## config.mk

```make
export PLATFORM = sky130hd
export DESIGN_NAME = serial_saturating_left_shift
export DESIGN_NICKNAME = d
export VERILOG_FILES = /design/src/rtl/serial_saturating_left_shift_pkg.sv /design/src/rtl/serial_saturating_left_shift_step.sv /design/src/rtl/serial_saturating_left_shift.sv
export SDC_FILE = /design/constraint.sdc
export NUM_CORES = 1
export LEC_CHECK = 0
export BUFFER_PORTS_ARGS = -buffer_cell sky130_fd_sc_hd__buf_2
export CORE_AREA = 3 3 69 71
export DETAILED_ROUTE_END_ITERATION = 6
export DIE_AREA = 0 0 72 74
export SKIP_LAST_GASP = 1
export SLEW_MARGIN = 20
export SYNTH_ARGS = -nofsm -noshare
export SYNTH_HDL_FRONTEND = slang
export SYNTH_HIERARCHICAL = 1
export SYNTH_SLANG_ARGS = --single-unit
export TNS_END_PERCENT = 5
```

## constraint.sdc

```tcl
create_clock -name clk -period 5.2 [get_ports clk]
set_input_delay 1.04 -clock clk [delete_from_list [all_inputs] [get_ports clk]]
set_output_delay 1.04 -clock clk [all_outputs]
set_load 0.01 [all_outputs]
```

## src/rtl/serial_saturating_left_shift_pkg.sv

```systemverilog
// Shared types and saturation helpers for the serial saturating left shifter.
// Holds the FSM state encoding and the signed saturation bound functions.
// The functions return 64-bit values, so callers cast them to their own width.
package serial_saturating_left_shift_pkg;

  typedef enum logic [1:0] {
    IDLE  = 2'd0,
    SHIFT = 2'd1,
    DONE  = 2'd2
  } state_t;

  // Largest positive value of an n-bit signed number: 011..1
  function automatic logic [63:0] sat_max(input int n);
    return (64'(1) << (n - 1)) - 64'(1);
  endfunction

  // Most negative value of an n-bit signed number: 100..0
  function automatic logic [63:0] sat_min(input int n);
    return 64'(1) << (n - 1);
  endfunction

endpackage

```

## src/rtl/serial_saturating_left_shift_step.sv

```systemverilog
// One arithmetic left-shift step with zero fill, plus overflow detection.
// Purely combinational, so it adds no latency.
// step_ovf flags a step that would change the sign: the top two bits differ.
module serial_shl_step
  import serial_saturating_left_shift_pkg::*;
#(
  parameter int N = 8
) (
  input  logic [N-1:0] acc,
  output logic [N-1:0] acc_next,
  output logic         step_ovf
);

  assign acc_next = {acc[N-2:0], 1'b0};
  assign step_ovf = acc[N-1] ^ acc[N-2];

endmodule

```

## src/rtl/serial_saturating_left_shift.sv

```systemverilog
// Computes saturate(a * 2**s) with one shift step per clock; valid/ready on both sides.
// Latency: accept in cycle k, result valid in cycle k+1+min(s,N).
// Backpressure: the result holds in DONE until out_ready; no new request is taken meanwhile.
module serial_saturating_left_shift
  import serial_saturating_left_shift_pkg::*;
#(
  parameter int N  = 8,
  parameter int SW = 4
) (
  input  logic          clk,
  input  logic          rst,
  input  logic          in_valid,
  output logic          in_ready,
  input  logic [N-1:0]  in_a,
  input  logic [SW-1:0] in_s,
  output logic          out_valid,
  input  logic          out_ready,
  output logic [N-1:0]  out_res,
  output logic          out_ovf
);

  localparam int CW = $clog2(N + 1);
  localparam logic [N-1:0] SAT_MAX = N'(sat_max(N));
  localparam logic [N-1:0] SAT_MIN = N'(sat_min(N));

  state_t        state;
  state_t        state_next;
  logic [N-1:0]  acc;
  logic [N-1:0]  acc_next;
  logic          sign;
  logic          ovf;
  logic          step_ovf;
  logic          ovf_final;
  logic          accept;
  logic [CW-1:0] cnt;
  logic [CW-1:0] cnt_load;

  assign in_ready  = (state == IDLE) && !rst;
  assign out_valid = (state == DONE);
  assign accept    = in_valid && in_ready;
  assign ovf_final = ovf | step_ovf;

  serial_shl_step #(.N(N)) u_step (
    .acc      (acc),
    .acc_next (acc_next),
    .step_ovf (step_ovf)
  );

  // Cap the step count at N: N steps already expose every overflow.
  always_comb begin
    cnt_load = CW'(N);
    if (32'(in_s) < N) cnt_load = CW'(in_s);
  end

  // State register; reset wins over any handshake.
  always_ff @(posedge clk) begin
    if (rst) state <= IDLE;
    else     state <= state_next;
  end

  // Next-state logic.
  always_comb begin
    state_next = state;
    case (state)
      IDLE:    if (accept) state_next = (cnt_load == '0) ? DONE : SHIFT;
      SHIFT:   if (cnt == CW'(1)) state_next = DONE;
      DONE:    if (out_ready) state_next = IDLE;
      default: state_next = IDLE;
    endcase
  end

  // Datapath: load on accept, shift in SHIFT, register the saturated result on entry to DONE.
  always_ff @(posedge clk) begin
    if (rst) begin
      acc     <= '0;
      sign    <= 1'b0;
      ovf     <= 1'b0;
      cnt     <= '0;
      out_res <= '0;
      out_ovf <= 1'b0;
    end else begin
      case (state)
        IDLE: begin
          if (accept) begin
            acc  <= in_a;
            sign <= in_a[N-1];
            cnt  <= cnt_load;
            ovf  <= 1'b0;
            if (cnt_load == '0) begin
              out_res <= in_a;
              out_ovf <= 1'b0;
            end
          end
        end
        SHIFT: begin
          acc <= acc_next;
          cnt <= cnt - CW'(1);
          ovf <= ovf_final;
          if (cnt == CW'(1)) begin
            out_res <= ovf_final ? (sign ? SAT_MIN : SAT_MAX) : acc_next;
            out_ovf <= ovf_final;
          end
        end
        default: ;
      endcase
    end
  end

endmodule
```

==> results of run 1 <==
-- metrics by stage --
| step | setup WS [ns] | cell area, um^2 | cells | total power [W] |
|---|---|---|---|---|
| after global routing | 2.27 | 1400 | 222 | 0.000457 |
| after global placement | 2.13 | 1350 | 218 | 0.000317 |
| after floorplan | 2.67 | 1260 | 157 | 0.000302 |
| final | 2.42 | 1400 | 222 | 0.000431 |
| after detailed placement | 2.05 | 1350 | 218 | 0.000317 |
| after CTS | 2.33 | 1400 | 222 | 0.000436 |
-- final cells by class --
cell class              count  area share [%]
clock buffers               4            3.21
inverters                   6            1.61
multi-input cells         109            45.5
flip-flops and latches     25            35.7
well taps                  52            4.64
repair buffers             26            9.29
-- cells in the final DEF (no fill, tap or decap), drive strengths merged, types with 2 or more instances in the layout --
master  netlist  routed
clkbuf        6       4
a21oi         7       7
a22oi         2       2
a311oi       10      10
inv           6       6
a31oi         6       6
nand2b        4       4
nor3          4       4
nand2        26      26
a211oi        2       2
nor2b         3       3
ha            2       2
buf          11      26
o21ai         7       7
nor2         17      17
dfxtp        25      25
nand3         2       2
-- registers in the layout (all words and copies together), names as in the netlist --
signal and count:
acc 8, out_res 8, ovf 1, out_ovf 1, state 2, cnt 4
sign 1
-- power by group through the flow --
stage	sequential, W	clock (W)	combinational (W)
after floorplan	0.000222	0	0.0000796
after global placement	0.000227	0	0.0000901
after detailed placement	0.000227	0	0.0000903
after CTS	0.000222	0.000123	0.0000907
after global routing	0.000224	0.000128	0.000105
final	0.000222	0.000118	0.0000905
-- tightest hold or removal path: cells and delay by family, from the launching register on --
family | cells | cell delay (ns)
AOI/OAI and AO/OA | 1 | 0.05
DFF | 1 | 0.32
and+or+nand+nor | 1 | 0.05
-- logic make-up (layout without fill, tap and decap cells) --
logic type	count (synthesis)	after routing	synth area share, %
AO/OA/AOI/OAI	40	40	23.0
XOR/XNOR	1	1	0.695
adder cells (fa/ha/maj)	2	2	1.98
buffers and inverters	23	36	10.0
flip-flops	25	25	39.7
multiplexers	1	1	0.794
other	1	1	0.297
AND/OR/NAND/NOR	64	64	23.5
-- routing by layer --
metal  share of wire [%]  track usage, %  vias to the layer above  wire length (um)
li1                    -               -                      578                 -
met1                  49            14.5                      503              1440
met4                0.65            3.13                        0                19
met5                   0               0                        -                 0
met3                 5.5            3.51                        2               162
met2                  45            20.8                       26              1310
-- worst max path at each step --
stage | startpoint | depth (start not counted) | to
after global routing | rst | 5 | out_res[1]
after global placement | rst | 5 | out_res[0]
after detailed placement | rst | 5 | cnt[2]
after CTS | rst | 5 | cnt[2]
after floorplan | rst | 2 | in_ready
final | rst | 5 | out_res[0]
==> reports/qor.csv, run 1 <==
metric,value,unit
leakagePower,0.556,nW
crit_type,in2reg,
fin_util,32.6,%
rsz0062_at_grt,false,
fin_tns_setup,0,ns
finalSetupViolCount,0,
vdd_ir_drop_max,117,uV
min_path_cells,2,
wl,2.93,mm
drt_iter0_drc,96,
routabilityCongestion,0.754,
synthArstFlopShare,0,%
p_int,0.000299,W
cpLargestDelayFamily,compound AO/OA/AOI/OAI gates,
synthToLayoutAreaGrowth,11.1,%
cpMaxStageDelayCell,or4b_1,
clk_pin_slew,0.09,ns
synth_area_leaders,"dfxtp_1 (40%), nand2_1 (7.7%), a311oi_1 (6.9%), nor2_1 (5.1%), buf_4 (4.8%)",
wl_per_cell,13.2,um
netlist_area,0.00126,mm^2
diodes,0,
swShare,30.5,%
whs,0.459,ns
rows,24,
synthCells,157,
die_y,74,um
hold_viol,0,
ys_seq_elements,25,
switching_power,0.000132,W
multi_input_area,638,um^2
grt_usage,12.0,%
synthesis.nets,175,
cp-end-kind,register,
avgSynthCellArea,8.03,um^2
yosysTopAreaCell,dfxtp_1,
synth_ff_type,dfxtp_1,
layout.nets,189,
reg2reg_depth,4,
drive_gt1_share,20.0,%
worst-path-max-fanout,25,
hold_buffers,0,
worstPathCellList,"buf_2, or4b_1, o22ai_2, o31a_1, a311oi_1",
p_comb_share,21.0,%
path_buf_inv,1,
holdPathEnd,out_ovf,
fmax,360,MHz
hpwl,2.06,mm
crit_path_max_incr_delay,0.67,ns
ys_warn_count,6,
cts_max_level,1,
drt_first_pass_iters,4,
relSlewSlack,39.7,%
fin_crit,2.78,ns
clock-sinks,25,
drc,0,
register_area,500,um^2
yosysMostFrequentCell,nand2_1,
netlist.area_leader.share,39.7,%
num_io_pins,27,
first_global_vias,1110,
antenna_found_initial,0,
p_per_area,308,mW/mm^2
hold_path.class,reg2reg,
cap_violations,0,
core,0.00429,mm^2
clock_power_share,27.4,%
status,finished clean,
slew_viol_final,0,
grt_pass1_wl,5.08,mm
num-fill-cells,486,
cts_tree,built,
vias,1109,
cp.required,5.33,ns
clock_skew,0.00860,ns
synth.distinct_cells,36,
initial_core_util,29.4,%
reg2reg_from,state[0],
ant_nets,0,
dieArea,0.00533,mm^2
r2r-end,out_res[1],
overflow,0,
hp-start,out_ovf,
ys_seq_area_share,39.7,%
worst_setup_path_start_kind,input pin,
worst_skew_pair.late_latency,0.27,ns
clk_path_buf_depth,2,
vias_per_cell,5.00,
io_buffers,26,
arrival,2.91,ns
r2r_slack,2.93,ns
post_cts_resized,0,
die_w,72,um
synth-edff-count,0,
root_buffer,clkbuf_8,
synthTopCellsByCount,"nand2_1 (26), dfxtp_1 (25), nor2_1 (17)",
fin_crit_sh,53.4,%
cts_setup_buffers,0,
grt_start_max_net_pins,26,
tightest_slew,0.902,ns
seqPwrFrac,51.6,%
cts_made_buffers,3,
(Power assumes the default switching activity.)
==> run 2, diff against run 1 <==
- ABC_AREA: unset -> 1
- CORE_AREA: 3 3 69 71 -> 3 3 75 77
- DIE_AREA: 0 0 72 74 -> 0 0 78 80
- clock period: 5.2 -> 2.8 ns (I/O delays scaled with it)
==> run 2 against run 1 <==
Compared with the run above: non-clock buffer count did not move; critical path depth fell by 1; count of clock-buffer cells in the layout fell by 1; register-to-register slack got worse by 1.7 ns; area after synthesis rose by 20%; via count rose by 19%; largest power group is now combinational logic; sequential share of layout area fell by 5.5 points; highest routed layer unchanged; combinational power rose to 9.7 times the previous value; sequential power rose to 2.6 times the previous value; worst hold slack improved by 0.0025 ns; worst setup slack got worse by 1.3 ns.
==> reports/qor.csv, run 2 <==
metric,value,unit
vias_per_cell,4.39,
slew_viol_final,0,
rows,26,
layout.nets,250,
clock_power_share,13.3,%
fin_crit,1.72,ns
synth.distinct_cells,26,
synthArstFlopShare,0,%
fin_tns_setup,0,ns
dpl_cell_area,0.00161,mm^2
hpwl,2.34,mm
finalSetupViolCount,0,
worst-path-max-fanout,4,
rsz0062_at_grt,false,
clock-sinks,25,
ant_nets,0,
cpMaxStageDelayCell,dfxtp_1,
worst_skew_pair.late_latency,0.28,ns
drive_gt1_share,26.0,%
root_buffer,clkbuf_8,
synth_ff_type,dfxtp_1,
io_buffers,26,
cts_setup_buffers,0,
netlist_area,0.00151,mm^2
overflow,0,
top_regs,"acc: 8 flops, out_res: 8 flops, cnt: 4 flops",
num_io_pins,27,
p_per_area,1010,mW/mm^2
final_cell_mix,"nand2_1 (58), nor2_1 (26), buf_2 (26)",
fin_util,32.6,%
p_comb_share,52.4,%
clk_pin_slew,0.09,ns
ys_seq_elements,25,
status,finished clean,
post_cts_resized,0,
drt_iter0_drc,105,
hold_buffers,0,
cp-end-kind,output pin,
drt_first_pass_iters,4,
worstPathCellList,"nor2_2, inv_1, nor2_1, buf_2",
synthesis.nets,233,
netlist.area_leader.share,33.1,%
die_w,78,um
grt_pass1_wl,5.43,mm
swShare,46.7,%
cts_made_buffers,3,
ys_warn_count,6,
yosysTopAreaCell,dfxtp_1,
ys_seq_area_share,33.1,%
p_int,0.000890,W
grt_usage,11.1,%
cts_max_level,1,
synthTopCellsByCount,"nand2_1 (58), nor2_1 (26), dfxtp_1 (25)",
yosysMostFrequentCell,nand2_1,
vdd_ir_drop_max,307,uV
avgSynthCellArea,7.02,um^2
die_y,80,um
initial_core_util,29.8,%
grt_start_max_net_pins,20,
routabilityCongestion,0.831,
fin_crit_sh,61.6,%
synth_area_leaders,"dfxtp_1 (33%), nand2_1 (14%), nor2_1 (6.5%), nand3_1 (6.3%), nor2_2 (4.6%)",
clk_path_buf_depth,2,
layout_commonest_cell,nand2_1,
crit_path_max_incr_delay,0.38,ns
antenna_found_initial,0,
clock_skew,0.00494,ns
leakagePower,0.814,nW
crit_type,reg2out,
synthCells,215,
cap_violations,0,
first_global_vias,1229,
wl_per_cell,10.5,um
drc,0,
fin_area,0.00165,mm^2
dieArea,0.00624,mm^2
diodes,0,
cp.required,2.24,ns
hold_path.class,reg2reg,
wl,3.17,mm
num-fill-cells,585,
hold_viol,0,
synthToLayoutAreaGrowth,9.53,%
seqPwrFrac,34.3,%
cts_tree,built,
fmax,580,MHz
arrival,1.16,ns
worst_setup_path_start_kind,register,
synth-edff-count,0,
switching_power,0.000780,W
vias,1320,
core,0.00507,mm^2
run 2: cell types whose count changed in the layout (fill, tap and decap cells not counted), sizes merged, moves of 2 or more:
cell and change:
nand2b -4, nand2 +40, nor3 -4, a211oi -2, o211a +6, nand3 +18
inv +14, nor2 +22, nor2b -3, a311oi -10, a22oi -2, a31oi -5
a21oi +4
run 2: metal layers:
| layer | routed length, um | GRT usage, % |
|---|---|---|
| met5 | 0 | 0 |
| met1 | 1570 | 13.6 |
| met2 | 1380 | 17.5 |
| met3 | 139 | 2.71 |
| met4 | 82 | 6.64 |
run 2: through the flow:
step	power, W	setup WS (ns)	instances	hold WS (ns)
2_1_floorplan	0.00138	1.28	215	0.430
3_5_place_dp	0.00146	0.945	297	0.448
6_report	0.00167	1.08	301	0.461
3_3_place_gp	0.00146	1.02	297	0.457
5_1_grt	0.00184	0.979	301	0.481
4_1_cts	0.00169	1.06	301	0.461
run 2: critical path: cells and delay by family (launching register included):
kind                   cells  cell delay (ns)
AND/OR/NAND/NOR            2             0.30
flip-flops                 1             0.38
buffers and inverters      2             0.21
run 2: area by class of cell:
type                            instances  area (um^2)  share of cell area [%]
Clock buffer                            3         41.3                    2.50
Clock inverter                          1         5.00                   0.303
Inverter                               20         75.1                    4.54
Multi-Input combinational cell        156          815                    49.2
Sequential cell                        25          500                    30.3
Tap cell                               70         87.6                    5.29
Timing Repair Buffer                   26          130                    7.87
run 2: path summary, 6_finish.rpt:
path	from	end	slack, ns	depth (start not counted)
setup reg to reg	acc[6]	out_res[5]	1.24	11
hold reg to reg	sign	sign	0.46	2
hold / removal	sign	sign	0.46	2
setup / recovery	state[0]	in_ready	1.08	4
run 2: power groups by stage:
stage,registers [W],clock network [W],logic [W]
after floorplan,0.000581,0,0.000794
after global placement,0.000580,0,0.000876
after detailed placement,0.000581,0,0.000881
after CTS,0.000573,0.000231,0.000884
after global routing,0.000593,0.000247,0.00100
final,0.000574,0.000222,0.000874
run 2: kinds of logic (layout without fill, tap and decap cells):
| family | Yosys count | count (layout) | synth area share, % |
|---|---|---|---|
| AND/OR/NAND/NOR | 126 | 126 | 40.1 |
| flip-flops | 25 | 25 | 33.1 |
| other | 1 | 1 | 0.248 |
| buffers and inverters | 34 | 50 | 12.9 |
| AO/OA/AOI/OAI | 27 | 27 | 11.9 |
| adder cells (fa/ha/maj) | 2 | 2 | 1.66 |
